$ cat config.mk
export PLATFORM = sky130hd
export DESIGN_NAME = cnt_fifo_uart_stream
export DESIGN_NICKNAME = d
export VERILOG_FILES = /design/src/rtl/cnt_uart_pkg.sv /design/src/rtl/uart_byte_tx.sv /design/src/rtl/cnt_fifo_uart_stream.sv
export SDC_FILE = /design/constraint.sdc
export NUM_CORES = 1
export LEC_CHECK = 0
export BUFFER_PORTS_ARGS = -buffer_cell sky130_fd_sc_hd__buf_2
export CAP_MARGIN = 20
export CORE_MARGIN = 1
export CORE_UTILIZATION = 50
export CTS_BUF_LIST = sky130_fd_sc_hd__clkbuf_2 sky130_fd_sc_hd__clkbuf_4 sky130_fd_sc_hd__clkbuf_8
export DETAILED_ROUTE_END_ITERATION = 10
export HOLD_SLACK_MARGIN = 0.12
export PLACE_DENSITY = 0.66
export RECOVER_POWER = 100
export SYNTH_ARGS = -nofsm -noshare
export SYNTH_HDL_FRONTEND = slang
export SYNTH_SLANG_ARGS = --single-unit
$ cat constraint.sdc
create_clock -name clk -period 8.2 [get_ports clk]
set_input_delay 1.64 -clock clk [delete_from_list [all_inputs] [get_ports clk]]
set_output_delay 1.64 -clock clk [all_outputs]
set_load 0.005 [all_outputs]
$ cat src/rtl/cnt_uart_pkg.sv
// Shared types and constants for the counter/FIFO/UART streamer.
// The optional header frame is enabled with CNT_UART_SYNC_HDR_EN, which uses SYNC_BYTE.
package cnt_uart_pkg;

    typedef enum logic [1:0] {
        IDLE  = 2'd0,
        START = 2'd1,
        DATA  = 2'd2,
        STOP  = 2'd3
    } tx_state_t;

    localparam logic [7:0]  SYNC_BYTE  = 8'hA5;
    localparam int unsigned FRAME_BITS = 10;

    // Width of a counter holding 0..n-1; never less than one bit.
    function automatic int unsigned cnt_w(input int unsigned n);
        return (n < 2) ? 1 : $clog2(n);
    endfunction

endpackage

$ cat src/rtl/uart_byte_tx.sv
// One 8N1 frame per go: start bit, 8 data bits LSB first, stop bit, CLK_DIV clocks each.
// A go on the last stop-bit cycle chains the next frame with no idle gap.
module uart_byte_tx
    import cnt_uart_pkg::*;
#(
    parameter int unsigned CLK_DIV = 32
) (
    input  logic       clk,
    input  logic       rst,
    input  logic       go,
    input  logic [7:0] data,
    output logic       line,
    output logic       done,
    output logic       busy
);

    localparam int unsigned DW = cnt_w(CLK_DIV);
    localparam int unsigned BW = cnt_w(FRAME_BITS);

    tx_state_t       state_q, state_n;
    logic [DW-1:0]   div_q, div_n;
    logic [BW-1:0]   pos_q, pos_n;
    logic [7:0]      sh_q, sh_n;
    logic            tick;

    assign tick = (div_q == DW'(CLK_DIV - 1));
    assign busy = (state_q != IDLE);

    always_ff @(posedge clk) begin
        if (rst) begin
            state_q <= IDLE;
            div_q   <= '0;
            pos_q   <= '0;
            sh_q    <= '0;
        end else begin
            state_q <= state_n;
            div_q   <= div_n;
            pos_q   <= pos_n;
            sh_q    <= sh_n;
        end
    end

    always_comb begin
        state_n = state_q;
        div_n   = tick ? '0 : div_q + DW'(1);
        pos_n   = pos_q;
        sh_n    = sh_q;
        line    = 1'b1;
        done    = 1'b0;
        case (state_q)
            IDLE: begin
                div_n = '0;
                if (go) begin
                    sh_n    = data;
                    pos_n   = '0;
                    state_n = START;
                end
            end
            START: begin
                line = 1'b0;
                if (tick) begin
                    pos_n   = BW'(1);
                    state_n = DATA;
                end
            end
            DATA: begin
                line = sh_q[0];
                if (tick) begin
                    sh_n  = sh_q >> 1;
                    pos_n = pos_q + BW'(1);
                    // pos counts frame bit slots; slot FRAME_BITS-2 is the last data bit
                    if (pos_q == BW'(FRAME_BITS - 2))
                        state_n = STOP;
                end
            end
            STOP: begin
                line = 1'b1;
                if (tick) begin
                    done = 1'b1;
                    if (go) begin
                        sh_n    = data;
                        pos_n   = '0;
                        state_n = START;
                    end else begin
                        state_n = IDLE;
                    end
                end
            end
            default: state_n = IDLE;
        endcase
    end

endmodule

$ cat src/rtl/cnt_fifo_uart_stream.sv
// Samples a free-running counter into a FIFO and streams each word as 8N1 UART bytes.
// Define CNT_UART_SYNC_HDR_EN to prefix every word with a SYNC_BYTE header frame.
module cnt_fifo_uart_stream
    import cnt_uart_pkg::*;
#(
    parameter int unsigned DATA_W     = 16,
    parameter int unsigned FIFO_DEPTH = 16,
    parameter int unsigned CLK_DIV    = 32,
    parameter int unsigned SAMPLE_DIV = 330,
    parameter bit          MSB_FIRST  = 1'b1
) (
    input  logic                          clk,
    input  logic                          rst,
    input  logic                          en,
    input  logic                          cnt_clr,
    output logic                          uart_tx,
    output logic                          tx_done,
    output logic                          word_done,
    output logic                          busy,
    output logic [$clog2(FIFO_DEPTH):0]   fifo_level,
    output logic [15:0]                   drop_cnt
);

    localparam int unsigned NBYTES = DATA_W / 8;
`ifdef CNT_UART_SYNC_HDR_EN
    localparam int unsigned HDR_FRAMES = 1;
`else
    localparam int unsigned HDR_FRAMES = 0;
`endif
    localparam int unsigned NFRAMES = NBYTES + HDR_FRAMES;
    localparam int unsigned AW      = cnt_w(FIFO_DEPTH);
    localparam int unsigned LW      = AW + 1;
    localparam int unsigned TW      = cnt_w(SAMPLE_DIV);
    localparam int unsigned IW      = cnt_w(NFRAMES);

    logic [DATA_W-1:0] cnt_q;
    logic [TW-1:0]     tmr_q;
    logic              tmr_last;
    logic              push_req;
    logic              push_ok;
    logic              pop;

    logic [DATA_W-1:0] mem [FIFO_DEPTH];
    logic [AW-1:0]     wr_q, rd_q;
    logic [LW-1:0]     count_q;
    logic              full, empty;
    logic [15:0]       drop_q;

    logic [DATA_W-1:0] word_q;
    logic [IW-1:0]     seq_q;
    logic              seq_last;
    logic              go;
    logic [7:0]        tx_byte;
    logic              tx_busy;

    function automatic logic [7:0] frame_byte(input logic [DATA_W-1:0] w, input int unsigned f);
        int unsigned k;
        int unsigned b;
`ifdef CNT_UART_SYNC_HDR_EN
        if (f == 0)
            return SYNC_BYTE;
`endif
        k = f - HDR_FRAMES;
        b = MSB_FIRST ? (NBYTES - 1 - k) : k;
        return 8'(w >> (8 * b));
    endfunction

    always_ff @(posedge clk) begin
        if (rst || cnt_clr)
            cnt_q <= '0;
        else
            cnt_q <= cnt_q + DATA_W'(1);
    end

    assign tmr_last = (tmr_q == TW'(SAMPLE_DIV - 1));
    assign push_req = en && tmr_last;

    always_ff @(posedge clk) begin
        if (rst || !en || tmr_last)
            tmr_q <= '0;
        else
            tmr_q <= tmr_q + TW'(1);
    end

    // Fullness is judged on the registered count, so a same-cycle pop never admits a push.
    assign full    = (count_q == LW'(FIFO_DEPTH));
    assign empty   = (count_q == '0);
    assign push_ok = push_req && !full;
    assign pop     = !tx_busy && !empty;

    always_ff @(posedge clk) begin
        if (push_ok)
            mem[wr_q] <= cnt_q;
    end

    always_ff @(posedge clk) begin
        if (rst) begin
            wr_q    <= '0;
            rd_q    <= '0;
            count_q <= '0;
            drop_q  <= '0;
        end else begin
            if (push_ok)
                wr_q <= wr_q + AW'(1);
            if (pop)
                rd_q <= rd_q + AW'(1);
            case ({push_ok, pop})
                2'b10:   count_q <= count_q + LW'(1);
                2'b01:   count_q <= count_q - LW'(1);
                default: count_q <= count_q;
            endcase
            if (push_req && full && drop_q != 16'hFFFF)
                drop_q <= drop_q + 16'd1;
        end
    end

    assign seq_last = (seq_q == IW'(NFRAMES - 1));

    // First frame of a word is taken straight from the FIFO head in the pop cycle.
    always_comb begin
        go      = 1'b0;
        tx_byte = '0;
        if (pop) begin
            go      = 1'b1;
            tx_byte = frame_byte(mem[rd_q], 0);
        end else if (tx_done && !seq_last) begin
            go      = 1'b1;
            tx_byte = frame_byte(word_q, 32'(seq_q) + 32'd1);
        end
    end

    always_ff @(posedge clk) begin
        if (rst) begin
            seq_q <= '0;
        end else if (pop) begin
            word_q <= mem[rd_q];
            seq_q  <= '0;
        end else if (tx_done && !seq_last) begin
            seq_q <= seq_q + IW'(1);
        end
    end

    uart_byte_tx #(
        .CLK_DIV (CLK_DIV)
    ) u_tx (
        .clk  (clk),
        .rst  (rst),
        .go   (go),
        .data (tx_byte),
        .line (uart_tx),
        .done (tx_done),
        .busy (tx_busy)
    );

    assign word_done  = tx_done && seq_last;
    assign busy       = tx_busy;
    assign fifo_level = count_q;
    assign drop_cnt   = drop_q;

endmodule
After elaboration in Yosys (flattened, before gate mapping) --
Memories as Yosys holds them, arrays and structs flattened. A register that Yosys moved wholly into a read port is not among the register bits. Cells that the tools add are included.
Storage, ports and cells: register bits 90, RAM bits 256, memories 1, word-level logic and storage cells 96
Memory list:
- mem | depth 16, width 16, read ports 1, clocked after Yosys merged registers in 1, write ports 1, line cnt_fifo_uart_stream.sv:43 | logic [DATA_W-1:0] mem [FIFO_DEPTH];
Operators by class: bitwise logic cells 1, shift-type cells 1, add/subtract/negate cells 12, eq/ne operators 15, muxes and demuxes 28, reduce and logical (&&, ||, !) cells 26
Operators by type and width (count):
- $mux W8 | 5
- $add A16 B1 Y16 const B | 2
- $shr A16 B32 Y8 | 1
- $mux W4 | 6
- $pmux W8 S3 | 1
- $ne A16 B16 Y1 const B | 1
- $pmux W4 S4 | 1
- $add A4 B1 Y4 const B | 3
- $add A5 B1 Y5 const B | 2
- $eq A5 B5 Y1 const B | 2
- $mux W2 | 5
- $pmux W5 S2 | 1
- $add A9 B1 Y9 const B | 1
- $eq A9 B9 Y1 const B | 1
- $ne A2 B1 Y1 const B | 4
- $pmux W2 S4 | 1
- $logic_and A1 B1 Y1 | 7
- $mux W1 | 7
- $eq A2 B2 Y1 const B | 3
- $reduce_and A3 Y1 | 2
- $logic_not A1 Y1 | 5
- $logic_not A5 Y1 | 1
- $reduce_and A5 Y1 | 1
- $sub A5 B1 Y5 const B | 1
- other kinds (15) | 19

Depth between registers and ports, before layout --
Gate-level depths: netlist (run 1).
depth in word-level cells 9, mapped depth 14, mapped depth without buffers 13

Hierarchy --
From an unflattened synthesis (run 1), not the netlist that was laid out.
Second synthesis, totals: cells, all modules 835, area, all modules 13763.2 um^2
By module, submodules not included:
- cnt_fifo_uart_stream | area an instance 12749.7 um^2, seq. area each 9108.7 um^2, cells each 727, times used 1
- uart_byte_tx | area an instance 1013.5 um^2, seq. area each 380.4 um^2, cells each 108, times used 1

Worst setup path before layout (run 1) --
Ideal clock, no wire load.
path kind input to register, from in en, to mem mem[3][0] (enable), buffers on the path 0, library setup time 0.409 ns, arrival 3.898 ns, stages on the path 4, setup slack 3.893 ns, path through inv_1 -> a2111oi_1 -> nand2_1 -> nor3_1
On the way: word-level cells in the longest chain between the ends 4
RTL lines:
- start, declared | line cnt_fifo_uart_stream.sv:14 | input logic en,
- $logic_and A1 B1 Y1 | line cnt_fifo_uart_stream.sv:76 | assign push_req = en && tmr_last;
- $logic_and A1 B1 Y1 | line cnt_fifo_uart_stream.sv:88 | assign push_ok = push_req && !full;
- $mux W1 | line cnt_fifo_uart_stream.sv:92 | if (push_ok)
- $mux W1 (implied by the code) | line cnt_fifo_uart_stream.sv:93 | mem[wr_q] <= cnt_q;
- end, declared | line cnt_fifo_uart_stream.sv:43
Every way passes these cells.

==> flow_metrics.env, run 1 <==
export IMPL_wire_per_inst_um=20.5
export IMPL_grt_pass1_wl_um=43900
export IMPL_crit_type="reg -> reg"
export IMPL_syn_avg_cell_area_um2=15.1
export IMPL_core_area_um2=27200
export IMPL_synth_edff_count=264
export IMPL_synthFlopType="edfxtp_1"
export IMPL_portBuffers=28
export IMPL_vias_per_cell=5.68
export IMPL_grt_ovfl_total=0
export IMPL_drtIter0Drc=642
export IMPL_antenna_cells=0
export IMPL_synth_area_leaders="edfxtp_1 (57%), dfxtp_1 (11%), mux4_2 (6.6%)"
export IMPL_die_x_um=169
export IMPL_final_setup_viol_count=0
export IMPL_synthesis_instances=925
export IMPL_ys_ff_latch=342
export IMPL_final_min_clock_period_ns=5.03
export IMPL_antenna_found_initial=1
export IMPL_relSlewSlack_pct=-138
export IMPL_drive_gt1_share_pct=23.0
export IMPL_ys_warn_count=0
export IMPL_syn_area_um2=14000
export IMPL_dp_slack_ns=4.12
export IMPL_clockRootBuffer="clkbuf_8"
export IMPL_die_height_um=169
export IMPL_timing_final_ws_setup_ns=3.17
export IMPL_leakagePower_nw=4.81
export IMPL_cp_arrival_ns=5.39
export IMPL_initial_core_util_pct=51.4
export IMPL_worst_ep_required_time_ns=8.56
export IMPL_outcome="finished with violations"
export IMPL_cts_resized=0
export IMPL_drtAntennaViolNets=0
export IMPL_synth_nets=949
export IMPL_yosys_cell_types_count=60
export IMPL_fin_setup_tns_ns=0
export IMPL_dp_hpwl_um=17000
export IMPL_ys_async_sr_fraction_pct=0
export IMPL_grt_max_degree=56
export IMPL_cts_buffers=55
export IMPL_power_density_nw_per_um2=258
export IMPL_via_count=7898
export IMPL_rsz0062_at_grt="no"
export IMPL_hold_buffers=0
export IMPL_cpPeakStageDelay_ns=2.50
export IMPL_layout_nets=1001
export IMPL_critical_path_peak_fanout=45
export IMPL_mostFrequentLayoutCells="edfxtp_1 (264), nor2_1 (76), dfxtp_1 (75), clkbuf_8 (62), mux2_2 (58)"
export IMPL_critPathCaptureType="flop"
export IMPL_worst_pin_slew_ns=3.58
export IMPL_clk_pin_slew_worst_paths_ns=0.06
export IMPL_synth_yosys_seq_area_share_pct=68.0
export IMPL_top_level_ports=29
export IMPL_crit_path_cell_trace="clkbuf_1, nand2_1, o22ai_1, nor3_1, o31ai_1, a21oi_1"
export IMPL_hold_viol_final=0
export IMPL_die_area_um2=28600
export IMPL_final_common_cell="edfxtp_1"
export IMPL_critPathBufInv=1
export IMPL_synth_top_area_share_pct=56.8
export IMPL_insertion_delay_ns=0.60
export IMPL_fp_row_count=60
export IMPL_irDropWorstVdd_mv=0.127
export IMPL_drv_cap=13
export IMPL_cts_sinks=342
export IMPL_start_kind="flop"
export IMPL_area_delta_synth_final_pct=11.3
export IMPL_track_usage_pct=20.3
export IMPL_gp_congestion=0.790
export IMPL_cts_tree="done"
export IMPL_cts_buffer_depth=3
export IMPL_fmax_ghz=0.199
export IMPL_hold_path_class="reg -> reg"
export IMPL_drv_slew=281
export IMPL_first_pass_iters=5
export IMPL_failed_checks="capacitance limit, slew limit"
export IMPL_totalWireLength_um=28400
export IMPL_final_period_utilization_pct=61.3
export IMPL_fin_skew_ns=0.0385
export IMPL_slowest_stage="clkbuf_1"
export IMPL_path_delay_family="buffers and inverters"
export IMPL_htreeDepth=2
export IMPL_yosys_area_top_type="edfxtp_1"
export IMPL_drc=0
export IMPL_fill_cells=2156
export IMPL_grt_pass1_vias=7876
export IMPL_postCtsSetupBuffers=0
[where the power goes]
part	leakage (nW)	switching (W)	internal, W
Combinational	1.32	0.000361	0.000272
Sequential	2.89	0.0000351	0.00190
Clock	0.604	0.000654	0.000791
Total	4.81	0.00105	0.00296
[registers in the layout, indices dropped and copies added (netlist names), named ones only]
signal / count
wr_q: 4
mem: 256
u_tx.pos_q: 4
fifo_level: 5
u_tx.div_q: 5
u_tx.state_q: 2
seq_last: 1
drop_cnt: 16
tmr_q: 9
u_tx.sh_q: 8
word_q: 8
cnt_q: 16
rd_q: 4
[final timing paths]
| kind | startpoint | endpoint | slack (ns) | cells after the start |
|---|---|---|---|---|
| worst min register to register | u_tx.div_q[0] | u_tx.div_q[0] | 0.45 | 1 |
| worst max register to register | flop | u_tx.sh_q[5] | 3.17 | 6 |
| worst min-delay path | u_tx.div_q[0] | u_tx.div_q[0] | 0.45 | 1 |
| worst max-delay path | flop | u_tx.sh_q[5] | 3.17 | 6 |
[cell usage after synthesis (4+ instances only)]
cell type  count
a2111oi_0      9
a211oi_1       6
a21oi_1       25
and2_1         5
and3_1         9
buf_1          5
clkbuf_1      40
dfxtp_1       78
edfxtp_1     264
ha_1          20
inv_1         26
mux2_2        58
mux2i_1        4
mux4_2        41
nand2_1       32
nand2b_1      11
nand3_1       20
nand4_1       10
nor2_1        76
nor2b_1        9
nor3_1        16
nor3b_1        5
nor4_1        17
o211ai_1       4
o21ai_0       13
o22ai_1       29
or2_2          4
or3_1          7
xnor2_1       18
xor2_1        19
[logic make-up (layout without fill, tap and decap cells)]
kind of cell,count (synthesis),in the layout,synth area share [%]
AOI/OAI and AO/OA,115,115,5.61
xor gates and xnor gates,37,37,2.32
adders and majority gates,20,20,1.79
buffers and inverters,75,169,2.18
DFF,342,342,68.0
muxes,104,104,11.7
and+or+nand+nor,232,232,8.43
[metal layers]
metal	track usage (%)	wire length (µm)
met1	28.0	12500
met2	33.0	13800
met3	3.79	1580
met4	6.42	578
met5	0	8
[stage by stage]
stage,power [W],instances,hold slack [ns],cell area (µm²),util [%]
floorplan,0.00244,925,0.418,14000,-
global placement,0.00259,1288,0.439,14500,53.4
detailed placement,0.00259,1288,0.449,14500,53.4
CTS,0.00404,1387,0.461,15600,57.4
global route,0.00419,1391,0.481,15500,57.2
finish,0.00401,1391,0.453,15500,57.2
[cell type report]
| cell class | count | area [µm²] | share of cell area [%] |
|---|---|---|---|
| flip-flops and latches | 342 | 9490 | 61.1 |
| well taps | 372 | 465 | 3.00 |
| multi-input cells | 508 | 4160 | 26.8 |
| repair buffers | 43 | 201 | 1.30 |
| clock inverters | 24 | 160 | 1.03 |
| clock buffers | 75 | 951 | 6.12 |
| inverters | 27 | 101 | 0.652 |
[worst register-to-register path, stage by stage, from the launching register on]
cell	delay, ns
dfxtp_1	0.30
clkbuf_1	2.50
nand2_1	1.00
o22ai_1	0.41
nor3_1	0.09
o31ai_1	0.38
a21oi_1	0.12
Power figures use the tool's default switching activity.
==> run 2: changes to the inputs <==
Settings changed: ABC_AREA set to 1, PLACE_DENSITY 0.66 to 0.68.
Clock period 8.2 ns to 4.45 ns, I/O delays scaled along.
==> run 2 against run 1 <==
- the run still ends with capacitance limit, slew limit left
- worst setup slack worse by 2.3 ns
- combinational power rose to 3.2 times the previous value
- maximum frequency up 39%
- sequential power up 87%
- largest cell class unchanged
- highest routed layer is now met4
==> flow_metrics.env, run 2 <==
export IMPL_grt_use_met1_pct=31.4
export IMPL_p_int_w=0.00572
export IMPL_die_area_um2=30200
export IMPL_leakagePower_nw=6.34
export IMPL_grt_pass1_vias=9848
export IMPL_synth_nets=1470
export IMPL_critical_path_peak_fanout=67
export IMPL_die_x_um=174
export IMPL_yosys_area_top_type="edfxtp_1"
export IMPL_clk_pin_slew_worst_paths_ns=0.06
export IMPL_critPathCaptureType="flop"
export IMPL_syn_area_um2=14700
export IMPL_final_common_cell="nand2_1"
export IMPL_grt_pass1_wl_um=54800
export IMPL_dp_hpwl_um=21200
export IMPL_final_min_clock_period_ns=3.60
export IMPL_insertion_delay_ns=0.59
export IMPL_drv_slew=80
export IMPL_top_register="mem"
export IMPL_first_pass_iters=5
export IMPL_fmax_ghz=0.277
export IMPL_synth_edff_count=264
export IMPL_cts_buffers=55
export IMPL_r2r_slack_ns=0.85
export IMPL_cp_arrival_ns=4.06
export IMPL_drive_gt1_share_pct=8.95
export IMPL_outcome="finished with violations"
export IMPL_grt_use_met3_pct=4.43
export IMPL_ys_warn_count=0
export IMPL_gp_congestion=0.883
export IMPL_relSlewSlack_pct=-7.58
export IMPL_die_height_um=174
export IMPL_drv_cap=6
export IMPL_mostFrequentLayoutCells="nand2_1 (346), edfxtp_1 (264), inv_1 (151), nor2_1 (141), nand3_1 (125)"
export IMPL_antenna_found_initial=1
export IMPL_start_kind="flop"
export IMPL_cts_resized=0
export IMPL_area_delta_synth_final_pct=9.82
export IMPL_totalWireLength_um=35100
export IMPL_fp_row_count=62
export IMPL_drc=0
export IMPL_final_setup_viol_count=0
export IMPL_layout_nets=1501
export IMPL_final_area_um2=16200
export IMPL_combPwrFrac_pct=24.1
export IMPL_worst_pin_slew_ns=1.61
export IMPL_synthesis_instances=1446
export IMPL_top_level_ports=29
export IMPL_wire_per_inst_um=18.4
export IMPL_hold_path_class="reg -> reg"
export IMPL_initial_core_util_pct=51.1
export IMPL_synth_area_leaders="edfxtp_1 (54%), dfxtp_1 (11%), nand2_1 (8.7%)"
export IMPL_portBuffers=28
export IMPL_grt_max_degree=68
export IMPL_power_density_nw_per_um2=523
export IMPL_grt_busiest_layer="met2"
export IMPL_use_met2_pct=37.9
export IMPL_cts_sinks=342
export IMPL_track_usage_pct=23.5
export IMPL_clockRootBuffer="clkbuf_8"
export IMPL_cts_buffer_depth=3
export IMPL_synthFlopType="edfxtp_1"
export IMPL_crit_type="reg -> reg"
export IMPL_synth_top_area_share_pct=53.8
export IMPL_final_period_utilization_pct=81.0
export IMPL_place_area_um2=15200
export IMPL_ys_top_cells_by_count="nand2_1 (343), edfxtp_1 (264), inv_1 (149), nor2_1 (137), nand3_1 (124)"
export IMPL_r2r_end="word_q[3]"
export IMPL_worst_ep_required_time_ns=4.91
export IMPL_irDropWorstVdd_mv=0.227
export IMPL_swShare_pct=32.4
export IMPL_clkPwrFrac_pct=33.4
export IMPL_fin_setup_tns_ns=0
export IMPL_hold_viol_final=0
export IMPL_htreeDepth=2
export IMPL_cp_endpoint="word_q[3]"
export IMPL_ys_ff_latch=342
export IMPL_ys_async_sr_fraction_pct=0
export IMPL_drtIter0Drc=945
export IMPL_synth_most_common_cell="nand2_1"
export IMPL_core_area_um2=28900
export IMPL_syn_avg_cell_area_um2=10.2
export IMPL_antenna_cells=0
export IMPL_pwr_share_seq_pct=42.6
export IMPL_cts_tree="done"
export IMPL_yosys_cell_types_count=45
export IMPL_hold_buffers=0
export IMPL_reg2reg_depth=6
export IMPL_switchingPower_w=0.00274
export IMPL_vias_per_cell=5.41
export IMPL_drtAntennaViolNets=0
export IMPL_postCtsSetupBuffers=0
export IMPL_largest_register_ffs=256
export IMPL_rsz0062_at_grt="no"
export IMPL_synth_yosys_seq_area_share_pct=64.4
export IMPL_fin_skew_ns=0.0118
export IMPL_via_count=10300
export IMPL_failed_checks="capacitance limit, slew limit"
export IMPL_grt_ovfl_total=0
## run 2: cell types whose count changed in the layout (fill, tap and decap cells not counted), moves of 11 or more
| cell | change |
|---|---|
| nor2_1 | +65 |
| inv_1 | +125 |
| o22ai_1 | -24 |
| nand2b_1 | -11 |
| clkbuf_1 | -11 |
| o221ai_1 | +25 |
| o21ai_0 | +71 |
| nor4_1 | -15 |
| mux2_2 | -58 |
| mux4_2 | -41 |
| nand2_1 | +314 |
| a21oi_1 | +32 |
| xnor2_1 | -16 |
| nand3_1 | +105 |
## run 2: layout make-up
type                            instances  area (µm²)
Clock buffer                           76         940
Timing Repair Buffer                   37         203
Sequential cell                       342        9490
Tap cell                              384         480
Multi-Input combinational cell        885        4270
Inverter                              156         588
Clock inverter                         24         215
Fill cell                            2531       12700
## run 2: through the flow
| step | hold slack (ns) | instances | util, % | power (W) | setup WS, ns |
|---|---|---|---|---|---|
| after floorplan | 0.418 | 1446 | - | 0.00516 | 2.07 |
| after global placement | 0.431 | 1803 | 52.5 | 0.00565 | 1.72 |
| after detailed placement | 0.445 | 1803 | 52.5 | 0.00568 | 1.69 |
| after CTS | 0.452 | 1903 | 56.5 | 0.00849 | 1.28 |
| after global routing | 0.484 | 1904 | 56.1 | 0.00891 | 0.602 |
| final | 0.451 | 1904 | 56.1 | 0.00846 | 0.845 |
## run 2: logic make-up (layout without fill, tap and decap cells)
| kind of cell | count (synthesis) | in the layout | synth area share [%] |
|---|---|---|---|
| xor gates and xnor gates | 21 | 21 | 1.25 |
| adders and majority gates | 20 | 20 | 1.70 |
| AOI/OAI and AO/OA | 192 | 192 | 7.76 |
| and+or+nand+nor | 652 | 652 | 18.8 |
| DFF | 342 | 342 | 64.4 |
| buffers and inverters | 219 | 293 | 6.17 |
## run 2: how the worst min path moves through the flow
stage / startpoint / to / slack [ns] / cells after the start
floorplan: u_tx.div_q[0] / u_tx.div_q[0] / 0.42 / 1
global placement: u_tx.div_q[0] / u_tx.div_q[0] / 0.43 / 1
detailed placement: u_tx.div_q[0] / u_tx.div_q[0] / 0.44 / 1
CTS: u_tx.div_q[0] / u_tx.div_q[0] / 0.45 / 1
global route: u_tx.div_q[0] / u_tx.div_q[0] / 0.48 / 1
finish: u_tx.div_q[0] / u_tx.div_q[0] / 0.45 / 1
## run 2: worst max-delay path, stage by stage (launching register included)
cell and delay, ns:
dfxtp_4 0.34, clkbuf_2 0.97, clkbuf_2 1.14, o21ai_0 0.25
o221ai_1 0.35, o211ai_1 0.23, nand2_1 0.11
## run 2: power by group through the flow
stage | sequential [W] | combinational, W | clock, W
3_3_place_gp | 0.00366 | 0.00199 | 0
3_5_place_dp | 0.00367 | 0.00201 | 0
5_1_grt | 0.00362 | 0.00228 | 0.00300
6_report | 0.00360 | 0.00204 | 0.00282
4_1_cts | 0.00360 | 0.00202 | 0.00287
2_1_floorplan | 0.00364 | 0.00151 | 0
## run 2: per-layer routing
layer	share of wire, %	wire, µm	vias up
met5	0	0	-
met4	3.3	1150	0
met3	7.4	2590	80
met2	47	16600	360
met1	42	14800	4907
li1	-	-	4960
==> run 3: changes to the inputs <==
Clock period 4.45 ns to 3.2 ns, I/O delays scaled along.
==> run 3 against run 2 <==
- the flow finishes with violations (capacitance limit)
- via count fell by 0.14%
- total power rose by 36%
- hold slack got worse by 0.0096 ns
- sequential share of layout area fell by 0.51 points
- combinational power rose by 33%
- register-to-register slack got worse by 0.46 ns
- clock-buffer cell count rose by 10
- cell count rose by 1.3%
- global-route usage fell by 0.88 points
- design area rose by 0.84%
- critical path type is now reg -> out
- largest cell class unchanged
- largest power group unchanged
- highest routed layer unchanged
==> flow_metrics.env, run 3 (synthesis gave the netlist of run 2 again) <==
export IMPL_outcome="finished with violations"
export IMPL_failed_checks="capacitance limit"
export IMPL_grt_pass1_vias=9939
export IMPL_rsz0062_at_grt="no"
export IMPL_grt_ovfl_total=0
export IMPL_cts_buffer_depth=3
export IMPL_reg2reg_depth=8
export IMPL_r2r_start="tmr_q[0]"
export IMPL_combPwrFrac_pct=23.7
export IMPL_fin_setup_tns_ns=0
export IMPL_via_count=10300
export IMPL_cts_tree="done"
export IMPL_worst_pin_slew_ns=1.49
export IMPL_cts_buffers=54
export IMPL_hold_buffers=0
export IMPL_critical_path_peak_fanout=19
export IMPL_fin_skew_ns=0.0200
export IMPL_mostFrequentLayoutCells="nand2_1 (345), edfxtp_1 (264), inv_1 (149), nor2_1 (134), nand3_1 (125)"
export IMPL_dp_cells=1826
export IMPL_fmax_ghz=0.351
export IMPL_fill_cells=2515
export IMPL_die_height_um=174
export IMPL_grt_pass1_wl_um=53300
export IMPL_p_int_w=0.00782
export IMPL_irDropWorstVdd_mv=0.436
export IMPL_track_usage_pct=22.7
export IMPL_cp_arrival_ns=2.21
export IMPL_critPathCaptureType="primary output"
export IMPL_initial_core_util_pct=51.1
export IMPL_min_from="u_tx.div_q[0]"
export IMPL_top_register="mem"
export IMPL_worst_ep_required_time_ns=2.56
export IMPL_core_area_um2=28900
export IMPL_layout_nets=1522
export IMPL_leakagePower_nw=6.41
export IMPL_drive_gt1_share_pct=10.4
export IMPL_relSlewSlack_pct=0.649
export IMPL_clk_pin_slew_worst_paths_ns=0.06
export IMPL_drtIter0Drc=858
export IMPL_final_min_clock_period_ns=2.85
export IMPL_grt_use_met1_pct=30.0
export IMPL_pwr_share_seq_pct=43.9
export IMPL_r2r_slack_ns=0.39
export IMPL_r2r_end="mem[11][6]"
export IMPL_drtAntennaViolNets=0
export IMPL_antenna_cells=0
export IMPL_die_x_um=174
export IMPL_hold_viol_final=0
export IMPL_clkPwrFrac_pct=32.5
export IMPL_final_period_utilization_pct=89.0
export IMPL_whs_path_depth=1
export IMPL_gp_congestion=0.849
export IMPL_fp_row_count=62
export IMPL_insertion_delay_ns=0.59
export IMPL_totalWireLength_um=33600
export IMPL_die_area_um2=30200
export IMPL_final_setup_viol_count=0
export IMPL_grt_max_degree=129
export IMPL_final_common_cell="nand2_1"
export IMPL_antenna_found_initial=0
export IMPL_postCtsSetupBuffers=0
export IMPL_fin_cells=1928
export IMPL_top_level_ports=29
export IMPL_hold_path_class="reg -> reg"
export IMPL_dp_hpwl_um=20400
export IMPL_swShare_pct=31.9
export IMPL_seq_area_um2=9490
export IMPL_power_density_nw_per_um2=703
export IMPL_clockRootBuffer="clkbuf_8"
export IMPL_area_delta_synth_final_pct=10.7
export IMPL_drv_slew=0
export IMPL_multi_input_area_um2=4310
export IMPL_drc=0
export IMPL_use_met2_pct=36.7
export IMPL_htreeDepth=2
export IMPL_cts_resized=0
export IMPL_first_pass_iters=5
export IMPL_grt_busiest_layer="met2"
export IMPL_wire_per_inst_um=17.4
export IMPL_hold_end="u_tx.div_q[0]"
export IMPL_vias_per_cell=5.34
export IMPL_cts_sinks=342
export IMPL_largest_register_ffs=256
export IMPL_start_kind="flop"
export IMPL_crit_type="reg -> out"
export IMPL_drv_cap=1
export IMPL_portBuffers=28
export IMPL_switchingPower_w=0.00366
export IMPL_grt_use_met3_pct=4.32
[run 3: cell count changes in the layout (fill, tap and decap cells not counted), sizes merged]
cell / before / now
buf: 26 / 27
bufinv: 4 / 1
clkbuf: 87 / 118
clkinv: 19 / 14
clkinvlp: 4 / 2
inv: 153 / 155
[run 3: final cells by class]
type	count	share of cell area (%)
Tap cell	384	2.94
Multi-Input combinational cell	885	26.4
Sequential cell	342	58.1
Inverter	156	3.60
Clock inverter	16	0.636
Clock buffer	86	6.21
Timing Repair Buffer	59	2.08
[run 3: worst max-delay path, cell delays in order (launching register included)]
cell	delay, ns
dfxtp_1	0.35
inv_1	0.10
ha_1	0.62
inv_2	0.15
o21ai_0	0.27
clkbuf_1	0.15
[run 3: worst max-delay path by stage]
stage | from | endpoint | depth (start not counted)
finish | u_tx.state_q[0] | uart_tx | 5
global route | flop | word_q[3] | 6
CTS | u_tx.state_q[0] | uart_tx | 5
detailed placement | u_tx.state_q[1] | fifo_level[4] | 15
global placement | u_tx.state_q[1] | fifo_level[4] | 15
floorplan | tmr_q[0] | mem[11][0] | 7
[run 3: through the flow]
stage,cell area (µm²),total power [W],utilization (%),worst slack (ns),hold WS [ns]
finish,16300,0.0115,56.6,0.351,0.441
global route,16300,0.0121,56.6,0.126,0.476
CTS,16500,0.0116,57.2,0.322,0.386
detailed placement,15400,0.00789,53.3,0.682,0.435
global placement,15400,0.00784,53.3,0.745,0.434
floorplan,14700,0.00717,-,0.953,0.418
[run 3: layer usage]
metal / part of all wire [%] / wire length [µm]
met5: 0 / 0
met4: 3.2 / 1070
met3: 6.2 / 2090
met2: 47 / 15900
met1: 43 / 14500
[run 3: power groups by stage]
stage / logic, W / registers, W / clock network, W
floorplan: 0.00210 / 0.00507 / 0
global placement: 0.00272 / 0.00512 / 0
detailed placement: 0.00276 / 0.00513 / 0
CTS: 0.00277 / 0.00503 / 0.00380
global route: 0.00308 / 0.00505 / 0.00399
finish: 0.00272 / 0.00503 / 0.00373
